File: config.mk
export PLATFORM = sky130hd
export DESIGN_NAME = shift_sequencer
export DESIGN_NICKNAME = d
export VERILOG_FILES = /design/src/rtl/shift_sequencer.sv
export SDC_FILE = /design/constraint.sdc
export NUM_CORES = 1
export LEC_CHECK = 0
export CAP_MARGIN = 20
export CORE_ASPECT_RATIO = 0.75
export CORE_MARGIN = 2
export CORE_UTILIZATION = 40
export CTS_CLUSTER_SIZE = 12
export DETAILED_ROUTE_END_ITERATION = 10
export HOLD_SLACK_MARGIN = 0.06
export PLACE_DENSITY = 0.6
export SETUP_SLACK_MARGIN = 0.15
export SLEW_MARGIN = 40
export SYNTH_ARGS = -nofsm -noshare
export SYNTH_HDL_FRONTEND = slang
export SYNTH_SLANG_ARGS = --single-unit
File: constraint.sdc
create_clock -name clk -period 6.78 [get_ports clk]
set_clock_uncertainty 0.05 [all_clocks]
set_input_delay 1.017 -clock clk [delete_from_list [all_inputs] [get_ports clk]]
set_output_delay 1.017 -clock clk [all_outputs]
set_load 0.005 [all_outputs]
File: src/rtl/shift_sequencer.sv
// Multi-cycle register-specified shift controller (LSL/LSR/ASR/ROR).
// Special cases resolve in one cycle; others iterate STEP_MAX bits/cycle.
module shift_sequencer #(
  parameter int STEP_MAX = 8
) (
  input  logic        clk,
  input  logic        reset,
  input  logic        start,
  input  logic [1:0]  shift_type,
  input  logic [31:0] operand,
  input  logic [7:0]  amount,
  input  logic        carry_in,
  output logic        busy,
  output logic        done,
  output logic [31:0] result,
  output logic        carry_out
);

  typedef enum logic [1:0] {
    IDLE,
    SHIFT,
    DONE
  } state_t;

  localparam logic [1:0] LSL = 2'b00;
  localparam logic [1:0] LSR = 2'b01;
  localparam logic [1:0] ASR = 2'b10;
  localparam logic [1:0] ROR = 2'b11;
  localparam logic [4:0] SM  = 5'(STEP_MAX);

  state_t      state;
  logic [1:0]  typ;
  logic [31:0] work;
  logic [4:0]  rem;

  logic        fast;
  logic [31:0] f_res;
  logic        f_c;

  logic [4:0]  step;
  logic [31:0] nxt;
  logic        nc;

  assign busy = (state != IDLE);
  assign done = (state == DONE);

  always_comb begin
    fast  = 1'b1;
    f_res = operand;
    f_c   = carry_in;
    unique case (1'b1)
      (amount == 8'd0): begin
        f_res = operand;
        f_c   = carry_in;
      end
      (shift_type == LSL && amount == 8'd32): begin
        f_res = '0;
        f_c   = operand[0];
      end
      (shift_type == LSR && amount == 8'd32): begin
        f_res = '0;
        f_c   = operand[31];
      end
      ((shift_type == LSL || shift_type == LSR)
        && amount > 8'd32): begin
        f_res = '0;
        f_c   = 1'b0;
      end
      (shift_type == ASR && amount >= 8'd32): begin
        f_res = {32{operand[31]}};
        f_c   = operand[31];
      end
      (shift_type == ROR && amount != 8'd0
        && amount[4:0] == 5'd0): begin
        f_res = operand;
        f_c   = operand[31];
      end
      default: fast = 1'b0;
    endcase
  end

  // step is never 0 in SHIFT, so -step mod 32 equals 32-step
  always_comb begin
    step = (rem < SM) ? rem : SM;
    nxt  = work;
    nc   = 1'b0;
    unique case (typ)
      LSL: begin
        nxt = work << step;
        nc  = work[5'd0 - step];
      end
      LSR: begin
        nxt = work >> step;
        nc  = work[step - 5'd1];
      end
      ASR: begin
        nxt = 32'($signed(work) >>> step);
        nc  = work[step - 5'd1];
      end
      default: begin
        nxt = (work >> step) | (work << (5'd0 - step));
        nc  = work[step - 5'd1];
      end
    endcase
  end

  always_ff @(posedge clk) begin
    if (reset) begin
      state     <= IDLE;
      typ       <= LSL;
      work      <= '0;
      rem       <= '0;
      result    <= '0;
      carry_out <= 1'b0;
    end else begin
      unique case (state)
        IDLE: begin
          if (start) begin
            typ  <= shift_type;
            work <= operand;
            if (fast) begin
              rem       <= '0;
              result    <= f_res;
              carry_out <= f_c;
              state     <= DONE;
            end else begin
              rem   <= amount[4:0];
              state <= SHIFT;
            end
          end
        end
        SHIFT: begin
          work <= nxt;
          rem  <= rem - step;
          if (rem == step) begin
            result    <= nxt;
            carry_out <= nc;
            state     <= DONE;
          end
        end
        DONE:    state <= IDLE;
        default: state <= IDLE;
      endcase
    end
  end

endmodule

# Yosys cells after proc, flatten, opt, wreduce, memory -nomap -nowiden
# Cells that the tools add are included.
# op_classes
n_mux,27
add_sub_neg,3
n_reduce_logical,22
shifts,4
bitwise,1
magnitude_cmp,5
eq_ne,12
# ops
op,n
case mux 32 bit (2 select lines),3
2-to-1 mux 32 bit,4
case mux 32 bit (3 select lines),1
left shift 32 x 5 -> 32 bit,2
OR 32 bit,1
right shift 32 x 5 -> 32 bit,1
>>> shifter 32 x 5 -> 32 bit,1
2-to-1 mux 5 bit,3
"< comparator 5 x 6 -> 1 bit, second input constant",2
binary-select mux 1 bit (select 5 bit),2
case mux 5 bit (2 select lines),1
"equality test 2 bit, second input constant",4
"equality test 8 x 6 -> 1 bit, second input constant",1
">= comparator 8 x 6 -> 1 bit, second input constant",1
"greater-than comparator 8 x 6 -> 1 bit, second input constant",1
zero test 8 bit,1
nonzero test 8 bit,1
2-to-1 mux 1 bit,7
"equality test 2 x 1 -> 1 bit, second input constant",3
logical AND 1 bit,6
zero test 2 bit,3
2-to-1 mux 2 bit,3
"inequality test 2 bit, second input constant",3
AND reduction 2 bit,3
other kinds (14),16
# word_totals
reg_bits,74
word_cells,80
output_inout_bits,35

# Logic depth before layout (Yosys ltp)
# logic_depth
depth_word,8
ltp_mapped,19
ltp_nobuf,11

# Worst setup path before layout
# Ideal clock, no wire load.
# synth_path
path_kind,register to register
start,register rem[3]
end,register work[28]
stages_incl_launch_ff,17
setup_slack_ns,3.228
arrival_ns,3.365
setup_time_ns,0.137
path_cell_list,dfxtp_1 > buf_6 > nor3b_1 > buf_2 > inv_1 > buf_4 > buf_2 > buf_2 > ha_1 > xor2_2 > mux2_2 > o2111ai_1 > a21bo_2 > mux2i_1 > a21oi_1 > o311ai_1 > a211oi_1
# synth_between
elab_chain_cells,7
word_cells_on_any_way,10
classes_between,add/sub (1); order compare (1); shift (4); mux (3); bitwise (1)
# synth_rtl
item,line_no,source
"start, declared",34,logic [4:0] rem;
"start signal, assigned",127,rem <= amount[4:0];
"start signal, assigned",134,rem <= rem - step;
< comparator 5 x 4 -> 1 bit,84,step = (rem < SM) ? rem : SM;
2-to-1 mux 5 bit *,84,
subtractor 1 x 5 -> 5 bit,101,nxt = (work >> step) | (work << (5'd0 - step));
left shift 32 x 5 -> 32 bit,101,
OR 32 bit,101,
case mux 32 bit (3 select lines) *,87,unique case (typ)
case mux 32 bit (2 select lines) *,116,unique case (state)
"end signal, assigned",120,work <= operand;
"end signal, assigned",133,work <= nxt;
"end, declared",33,logic [31:0] work;
# Mark *: on every way between the ends. The rest lies on a longest branch, timed or not.
# A chain may end at the register's enable or synchronous reset.

# Final worst setup path
# layout_path
start,register rem[4]
end,register work[24]
# The elaborated chain is that of the path after synthesis.

==> flow_metrics.py <==
metrics = {
    "power": {
        "powerDensity_nw_per_um2": 224,
        "internal-power_uw": 1200,
        "combPwrFrac_pct": 51.5,
        "p_clk_share_pct": 21.9,
        "power_frac_seq_pct": 26.5,
        "switchingPower_uw": 1060,
        "vdd_drop_max_mv": 0.146,
        "p_leak_uw": 0.00373,
        "swShare_pct": 47.0,
    },
    "yosys": {
        "synth_top_flop_cell": "dfxtp_1",
        "syn_nets": 1309,
        "avgSynthCellArea_um2": 7.17,
        "synth_top_area_share_pct": 16.4,
        "synthDistinctLibCells": 99,
        "synth.largest_area_cell": "dfxtp_1",
        "synthCells": 1260,
        "ys_ff_latch": 74,
        "synth_area_um2": 9040,
        "yosysSeqAreaShare_pct": 16.4,
        "yosysWarnings": 0,
        "synth_area_leaders": "dfxtp_1, mux2i_1, nor2_1",
        "synth_edf_count": 0,
        "async_reset_ff_share_pct": 0,
    },
    "cts": {
        "clockBufferDepth": 2,
        "ctsHtreeMaxLevel": 3,
        "hold_buffers": 0,
        "numClockSinks": 74,
        "clk_latency_ns": 0.34,
        "post_cts.repair.setup_buffers": 0,
        "cts_buffers": 9,
        "cts_tree": "done",
        "clkTransAtPathRegs_ns": 0.06,
        "cts_root_buffer": "clkbuf_16",
        "cts_resized": 0,
    },
    "run": {
        "cap_violations": 0,
    },
    "layout": {
        "n_antenna_cell": 0,
        "layout_common_cells": "nor2_1, mux2i_1, a21oi_1",
        "layout_commonest_cell": "nor2_1",
        "final_util_pct": 45.8,
        "nets": 1281,
        "syn_to_final_growth_pct": 12.1,
        "final_cells": 1531,
        "fill_cells": 2302,
        "drive_above_1_share_pct": 10.4,
    },
    "route": {
        "ant_nets": 0,
        "first_iter_violations": 1601,
        "first_pass_iters": 6,
        "drc": 0,
        "wirelength_um": 45800,
        "vias": 11099,
        "vias_per_cell": 7.25,
        "wl_per_cell_um": 29.9,
    },
    "placement": {
        "gp_congestion": 1.06,
        "numPortBuffers": 80,
        "dp_hpwl_um": 32000,
        "place_inst": 1515,
    },
    "global_route": {
        "grt_antenna_before_repair": 2,
        "grt_max_degree": 54,
        "overflow": 0,
        "grt_pass1_wl_um": 68200,
        "grt.total_usage_pct": 37.9,
        "grt_pass1_vias": 10095,
    },
    "floorplan": {
        "dieArea_um2": 23800,
        "die_h_um": 134,
        "die_x_um": 178,
        "num_rows": 47,
        "coreArea_um2": 22100,
        "io_pins": 81,
        "initial_utilization_pct": 40.9,
    },
    "setup_path": {
        "crit_start": "rem[4]$_SDFFE_PP0P_",
        "r2r_start": "rem[4]$_SDFFE_PP0P_",
        "worst-path-max-fanout": 33,
        "crit_type": "reg2reg",
        "crit_arrival_ns": 4.95,
        "startpoint_type": "register",
        "worstPathRequired_ns": 6.99,
        "cp-end-kind": "register",
    },
    "sta": {
        "whs_ns": 0.460,
        "slew_viol_final": 0,
        "maxSlewHeadroom_pct": 41.2,
        "period_share_pct": 70.0,
        "rsz0062_at_grt": "false",
        "setup_tns_ns": 0,
        "hold_viol_final": 0,
        "tightest_slew_ns": 0.859,
        "min_period_ns": 4.75,
        "max_freq_mhz": 211,
        "setup_viol": 0,
    },
    "hold_path": {
        "hold_class": "reg2reg",
        "min-delay-start": "result[1]$_SDFFE_PP0P_",
    },
    "outcome": {
        "status": "finished clean",
    },
}
-- final cells by class --
cell class	instances	area, um^2	area share (%)
clock inverter	4	50.0	0.494
clock buffer	12	256	2.53
timing repair buffer	114	1060	10.4
inverter	13	51.3	0.507
multi-input combinational	1020	6860	67.8
sequential	74	1480	14.7
tap	294	368	3.63
-- metal layers --
metal | vias up | routed length (um) | GRT usage (%)
li1 | 4736 | - | -
met5 | - | 8 | 0
met3 | 149 | 6080 | 11.8
met2 | 849 | 18500 | 52.8
met1 | 5363 | 19100 | 53.8
met4 | 2 | 2140 | 14.8
-- power by group through the flow --
| stage | Clock (uW) | Sequential (uW) | Combinational (uW) |
|---|---|---|---|
| 6_report | 497 | 601 | 1170 |
| 5_1_grt | 517 | 601 | 1220 |
| 4_1_cts | 501 | 592 | 1110 |
| 3_5_place_dp | 0 | 601 | 1110 |
| 3_3_place_gp | 0 | 601 | 1110 |
| 2_1_floorplan | 0 | 517 | 765 |
-- worst max-delay path, stage by stage, from the launching register on --
cell and delay (ns):
dfxtp_1 0.31, buf_4 0.32, nor3b_4 0.10, inv_4 0.32
ha_2 0.73, buf_4 0.49, mux2_2 0.25, o22ai_1 0.07
a221oi_1 0.42, mux2i_1 0.23, o311a_1 0.36, a211oi_1 0.57
o21ai_1 0.20, a211oi_1 0.23
-- synthesized netlist by cell type (15+ instances only) --
cell type / n
clkbuf_1: 101
a221oi_1: 16
mux4_2: 16
nand3_1: 21
mux2_2: 15
a21oi_1: 114
a31oi_1: 34
nand2_1: 102
mux2i_1: 116
dfxtp_1: 74
o211ai_1: 20
a211oi_1: 39
buf_2: 31
o22ai_1: 28
o21ai_0: 97
nor3_1: 20
nor2_1: 153
-- stage by stage --
step / power [uW] / instance area, um^2 / setup slack, ns
global placement: 1710 / 9800 / 2.34
floorplan: 1280 / 9040 / 3.23
global route: 2340 / 10100 / 1.98
detailed placement: 1710 / 9820 / 2.32
CTS: 2210 / 10100 / 2.30
finish: 2270 / 10100 / 2.03
-- cell families (layout without fill, tap and decap cells) --
logic type | after synthesis | count (layout) | share of synthesized area [%]
xor+xnor | 5 | 5 | 0.776
mux | 147 | 147 | 18.7
compound gates | 485 | 485 | 35.8
buf+inv | 166 | 143 | 8.10
other cells | 2 | 2 | 0.0831
simple gates | 377 | 377 | 19.6
flops | 74 | 74 | 16.4
fa+ha+maj | 4 | 4 | 0.526
-- state kept, by name, indices dropped and copies added (netlist names) --
name       flops
state          2
work          32
typ            2
result        32
carry_out      1
rem            5
-- worst paths after layout --
path                                 end  slack (ns)  depth (start not counted)
hold / removal    result[1]$_SDFFE_PP0P_        0.46                          1
hold reg to reg   result[1]$_SDFFE_PP0P_        0.46                          1
setup reg to reg   work[24]$_SDFFE_PP0P_        2.03                         13
setup / recovery   work[24]$_SDFFE_PP0P_        2.03                         13
Power figures use the tool's default switching activity.
